<file path="src/rtl/vga_timing_gen.sv">
// vga_timing_gen: parametrised raster timing generator producing sync, blanking, scan position and strobes.
// Latency: h_cnt/v_cnt are raw; HS, VS, blank_n, x, y, line_start, frame_start lag them by PIPE_DLY pix_en edges.
// Backpressure: none; pix_en gates every state update and all state holds while it is low.
// Ports: vga_clk (all logic on its falling edge), reset_n (synchronous, active-low), pix_en (pixel enable);
//        outputs HS, VS, blank_n, raw counters h_cnt/v_cnt, visible coordinates x/y, line_start, frame_start.
`timescale 1ns/1ps
module vga_timing_gen #(
   parameter int   H_VISIBLE  = 640,
   parameter int   H_FRONT    = 16,
   parameter int   H_SYNC     = 96,
   parameter int   H_BACK     = 48,
   parameter int   V_VISIBLE  = 480,
   parameter int   V_FRONT    = 10,
   parameter int   V_SYNC     = 2,
   parameter int   V_BACK     = 33,
   parameter logic H_SYNC_POL = 1'b0,
   parameter logic V_SYNC_POL = 1'b0,
   parameter int   PIPE_DLY   = 1,
   parameter int   CW_H       = 11,
   parameter int   CW_V       = 10
) (
   input  logic            vga_clk,
   input  logic            reset_n,
   input  logic            pix_en,
   output logic            HS,
   output logic            VS,
   output logic            blank_n,
   output logic [CW_H-1:0] h_cnt,
   output logic [CW_V-1:0] v_cnt,
   output logic [CW_H-1:0] x,
   output logic [CW_V-1:0] y,
   output logic            line_start,
   output logic            frame_start
);

   localparam int H_TOTAL = H_SYNC + H_BACK + H_VISIBLE + H_FRONT;
   localparam int V_TOTAL = V_SYNC + V_BACK + V_VISIBLE + V_FRONT;

   localparam logic [CW_H-1:0] H_LAST     = CW_H'(H_TOTAL - 1);
   localparam logic [CW_H-1:0] H_SYNC_END = CW_H'(H_SYNC);
   localparam logic [CW_H-1:0] H_VIS_BEG  = CW_H'(H_SYNC + H_BACK);
   localparam logic [CW_H-1:0] H_VIS_END  = CW_H'(H_TOTAL - H_FRONT);
   localparam logic [CW_V-1:0] V_LAST     = CW_V'(V_TOTAL - 1);
   localparam logic [CW_V-1:0] V_SYNC_END = CW_V'(V_SYNC);
   localparam logic [CW_V-1:0] V_VIS_BEG  = CW_V'(V_SYNC + V_BACK);
   localparam logic [CW_V-1:0] V_VIS_END  = CW_V'(V_TOTAL - V_FRONT);

   // One slot of the output delay line: everything derived from a scan position.
   typedef struct packed {
      logic            hs;
      logic            vs;
      logic            blank_n;
      logic [CW_H-1:0] x;
      logic [CW_V-1:0] y;
      logic            h0;
      logic            v0;
   } stage_t;

   // Inactive values; h0/v0 cleared so a freshly reset line never fires a strobe.
   localparam stage_t STAGE_IDLE = '{hs: ~H_SYNC_POL, vs: ~V_SYNC_POL, blank_n: 1'b0,
                                     x: '0, y: '0, h0: 1'b0, v0: 1'b0};

   logic [CW_H-1:0] h_cnt_q, h_cnt_d;
   logic [CW_V-1:0] v_cnt_q, v_cnt_d;
   logic            adv_q, adv_d;       // last edge advanced the raster
   logic            h_vis, v_vis;
   stage_t          pos_stage;
   stage_t          out_stage;

   // Scan counters; v steps only on the h wrap, so (last,last) goes to (0,0) in one edge.
   always_comb begin
      h_cnt_d = h_cnt_q;
      v_cnt_d = v_cnt_q;
      adv_d   = pix_en;
      if (pix_en) begin
         if (h_cnt_q == H_LAST) begin
            h_cnt_d = '0;
            v_cnt_d = (v_cnt_q == V_LAST) ? '0 : v_cnt_q + 1'b1;
         end else begin
            h_cnt_d = h_cnt_q + 1'b1;
         end
      end
   end

   always_ff @(negedge vga_clk) begin
      if (!reset_n) begin
         h_cnt_q <= '0;
         v_cnt_q <= '0;
         adv_q   <= 1'b0;
      end else begin
         h_cnt_q <= h_cnt_d;
         v_cnt_q <= v_cnt_d;
         adv_q   <= adv_d;
      end
   end

   // Decode of the current counter position.
   always_comb begin
      h_vis             = (h_cnt_q >= H_VIS_BEG) && (h_cnt_q < H_VIS_END);
      v_vis             = (v_cnt_q >= V_VIS_BEG) && (v_cnt_q < V_VIS_END);
      pos_stage         = STAGE_IDLE;
      pos_stage.hs      = (h_cnt_q < H_SYNC_END) ? H_SYNC_POL : ~H_SYNC_POL;
      pos_stage.vs      = (v_cnt_q < V_SYNC_END) ? V_SYNC_POL : ~V_SYNC_POL;
      pos_stage.blank_n = h_vis && v_vis;
      pos_stage.x       = pos_stage.blank_n ? h_cnt_q - H_VIS_BEG : '0;
      pos_stage.y       = pos_stage.blank_n ? v_cnt_q - V_VIS_BEG : '0;
      pos_stage.h0      = (h_cnt_q == '0);
      pos_stage.v0      = (v_cnt_q == '0);
   end

   generate
      if (PIPE_DLY == 0) begin : g_comb
         assign out_stage = pos_stage;
      end else begin : g_pipe
         stage_t pipe_q [PIPE_DLY];
         stage_t pipe_d [PIPE_DLY];

         always_comb begin
            for (int i = 0; i < PIPE_DLY; i++) pipe_d[i] = pipe_q[i];
            if (pix_en) begin
               pipe_d[0] = pos_stage;
               for (int i = 1; i < PIPE_DLY; i++) pipe_d[i] = pipe_q[i-1];
            end
         end

         always_ff @(negedge vga_clk) begin
            if (!reset_n) begin
               for (int i = 0; i < PIPE_DLY; i++) pipe_q[i] <= STAGE_IDLE;
            end else begin
               for (int i = 0; i < PIPE_DLY; i++) pipe_q[i] <= pipe_d[i];
            end
         end

         assign out_stage = pipe_q[PIPE_DLY-1];
      end
   endgenerate

   assign HS      = out_stage.hs;
   assign VS      = out_stage.vs;
   assign blank_n = out_stage.blank_n;
   assign x       = out_stage.x;
   assign y       = out_stage.y;
   assign h_cnt   = h_cnt_q;
   assign v_cnt   = v_cnt_q;

   // Strobes fire only in the cycle right after an enabled edge, so a held position never repeats them.
   assign line_start  = adv_q & out_stage.h0;
   assign frame_start = adv_q & out_stage.h0 & out_stage.v0;

endmodule

</file>
<file path="config.mk">
export PLATFORM = sky130hd
export DESIGN_NAME = vga_timing_gen
export DESIGN_NICKNAME = d
export VERILOG_FILES = /design/src/rtl/vga_timing_gen.sv
export SDC_FILE = /design/constraint.sdc
export NUM_CORES = 1
export LEC_CHECK = 0
export ABC_AREA = 1
export CAP_MARGIN = 20
export CORE_ASPECT_RATIO = 1.5
export CORE_MARGIN = 4
export CORE_UTILIZATION = 47
export DETAILED_ROUTE_END_ITERATION = 10
export PLACE_DENSITY = 0.73
export SETUP_SLACK_MARGIN = 0.2
export SYNTH_ARGS = -nofsm -noshare
export SYNTH_HDL_FRONTEND = slang
export SYNTH_SLANG_ARGS = --single-unit
</file>
<file path="constraint.sdc">
create_clock -name vga_clk -period 1.5 [get_ports vga_clk]
set_clock_uncertainty 0.05 [all_clocks]
set_input_delay 0.15 -clock vga_clk [delete_from_list [all_inputs] [get_ports vga_clk]]
set_output_delay 0.15 -clock vga_clk [all_outputs]
set_load 0.03 [all_outputs]
</file>
==> results.txt <==
* Largest fanout of any net on the critical path: 2
- In the layout the commonest cells are buf_6, buf_4, inv_1, nand2_1, a21oi_2.
* Clock network latency to the later pin of the worst-skew pair: 440 ps
- In this run the count of I/O pins placed on the die edge is 50.
* Initial antenna violation count: 0
* Violations in the final reports: setup timing
* Overall routed net length: 16.2 mm
- Clock-pin slew was measured on the worst setup and hold paths at 110 ps.
- Number of endpoints with negative hold slack in the final report: 0
- Number of max-cap violations: 0
- The die covers 7520 um^2.
* Hold buffer count at CTS: 0
* LEAKAGE: 2.60 nW
- After the last flow step, the layout net total stands at 613.
- Across all layers, the routed design uses 4090 vias.
- Summed over all layers, the global routing overflow is 0.
- The first global-routing pass estimated 19.0 mm of wire.
- The floorplan step set the die height to 104 um.
- For met1 alone, demand over resource in global routing was 0.314.
* Maximum root-to-sink buffer count: 2
* Cell-by-cell listing of the critical path: nand2_4 -> nor2_4 -> buf_6
- Final Wtd Congestion: 0.952
- Warnings, synthesis: 0
* Number of levels in the clock H-tree: 2
- Setup violations, final: 91
- Initial Utilization: 0.490
* Floorplan row count: 34
* DRC viols: 0
* Delay-heaviest family, CP: flip-flops
* Start-to-end type of the worst setup path: flop to output pin
- Together, buffers and inverters on the worst path number 1.
* Category of the worst setup path launch point: flop
- Critical Path RT: 1300 ps
- The clock net in this run drives a total of 48 sinks.
* Area growth from synthesis to layout: 89.7%
- Port buffering added 49 buffers.
- STA classifies the critical path endpoint as an output pin.
- Cell with the biggest individual delay on the critical path: dfxtp_2
- Via count of the first global-routing pass: 4022
- Setup TNS: -30710 ps
- Maximum resistive drop on vdd: 0.000599 V
* Pre-CTS setup slack: -944 ps
* Met3 track demand over resource: 0.0754
- STA puts the critical path data arrival time at 1870 ps.
* Clock Tree Root: clkbuf_8
- CP max stage delay: 370 ps
* Chip width: 72.1 um
- The run finished, with violations left.
- The first TritonRoute pass finished after 7 iterations.
- The detailed router finished its first iteration with 443 violations.
- Setup WS post-layout: -565 ps
- Dividing the detail-routed wire length by the instance count gives 24.0 um.
- TritonCTS clock tree: built
* Post-DP HPWL: 6.34 mm
- Number of distinct library cells after synthesis: 30
- Each instance of the synthesized netlist takes up on average 7.32 um^2.
- In the routed layout, each cell is associated on average with a via count of 6.06.
* Utilization after layout: 0.931
- In the final layout, the share of cells above drive strength 1 is 0.648.
- In this run the tightest slew margin relative to its limit is 0.751.
- All-Layer GR Usage: 0.321
* Post-synthesis sequential element count: 48
- Counting every instance in the synthesized netlist gives 396.
- Final antenna-violating net count: 0
- The share of the Yosys chip area taken by registers is 0.331.
- The number of nets handed over by synthesis was 407.
* Min-delay worst type: flop to flop
* Highest-utilization routing layer at the global route stage: met2
- Number of diodes added for antenna fixing: 0
* Pin count of the biggest net entering global routing: 17
* Transition at the pin with the smallest max-transition slack: 372 ps
* Count of pins over their slew limit: 0
- Unrepaired setup endpoints after global routing: true
- Cell Pwr Density: 601 nW/um^2
- Buffers inserted during clock tree synthesis total 5.
- In this run the cell area of the synthesized design comes to 2900 um^2.
- After floorplanning, the core was sized to cover 5910 um^2.
- For met2 alone, demand over resource in global routing was 0.557.
## state kept, by name (all words and copies together) (netlist names)
signal	flops
h_cnt	11
g_pipe.pipe_q	26
adv_q	1
v_cnt	10
## final timing paths
kind                        from             endpoint  slack, ps  cells after the start
min reg2reg  g_pipe.pipe_q[0][3]  g_pipe.pipe_q[0][3]        440                      2
min          g_pipe.pipe_q[0][3]  g_pipe.pipe_q[0][3]        440                      2
max          g_pipe.pipe_q[0][1]          frame_start       -570                      3
max reg2reg             h_cnt[6]             v_cnt[3]       -420                     11
## metrics by stage
stage / hold slack, ps / total power, mW / cell area (um^2) / instances
6_report: 435 / 3.31 / 5500 / 675
3_3_place_gp: 405 / 1.70 / 3910 / 555
4_1_cts: 430 / 3.00 / 5050 / 650
3_5_place_dp: 414 / 1.70 / 3910 / 555
2_1_floorplan: 404 / 1.61 / 3210 / 396
5_1_grt: 455 / 3.41 / 5500 / 675
## power by group
| part | total (mW) | switching (mW) | internal (mW) |
|---|---|---|---|
| clock | 1.68 | 1.17 | 0.516 |
| sequential | 1.28 | 0.0189 | 1.26 |
| combinational | 0.348 | 0.195 | 0.153 |
| total | 3.31 | 1.38 | 1.93 |
## synth_stat cells (all sizes together)
master / instances / area share
buf: 30 / 0.081
nor3: 7 / 0.012
ha: 8 / 0.035
xnor2: 1 / 0.0030
xor2: 9 / 0.027
nand2: 98 / 0.13
nor2: 51 / 0.082
nor3b: 1 / 0.0026
clkinv: 2 / 0.0026
nand4: 10 / 0.024
dfxtp: 48 / 0.33
o21ai: 9 / 0.016
a21oi: 32 / 0.082
inv: 46 / 0.060
a211oi: 1 / 0.0026
o22ai: 1 / 0.0022
clkbuf: 3 / 0.0039
nand3b: 1 / 0.0026
nand3: 38 / 0.10
## kinds of logic after synthesis
| group | synth area share |
|---|---|
| AND/OR/NAND/NOR | 0.355 |
| buffers and inverters | 0.147 |
| flip-flops | 0.331 |
| AO/OA/AOI/OAI | 0.103 |
| XOR/XNOR | 0.0302 |
| adder cells (fa/ha/maj) | 0.0345 |
## worst reg2reg max path: cells and delay by family, from the launching register on
kind	cells	cell delay (ps)
buffers and inverters	4	560
and+or+nand+nor	6	750
AOI/OAI and AO/OA	1	90
DFF	1	360
## per-layer routing
layer	vias up	routed length (um)
li1	1645	-
met1	1887	5100
met2	384	7770
met3	174	1510
met4	0	1810
met5	-	0
## final cells by class
class	count	area, um^2
well taps	72	90.1
multi-input cells	267	2020
clock inverters	51	206
fillers	204	410
clock buffers	5	68.8
repair buffers	185	1830
inverters	47	208
flip-flops and latches	48	1080
## timing repair
item	in CTS	in global routing
setup endpoints to repair	95	95
cloned	1	0
buffers inserted	39	25
pin swaps	47	43
resized for setup	154	68
Note: power is estimated with default switching activity, not from simulation.
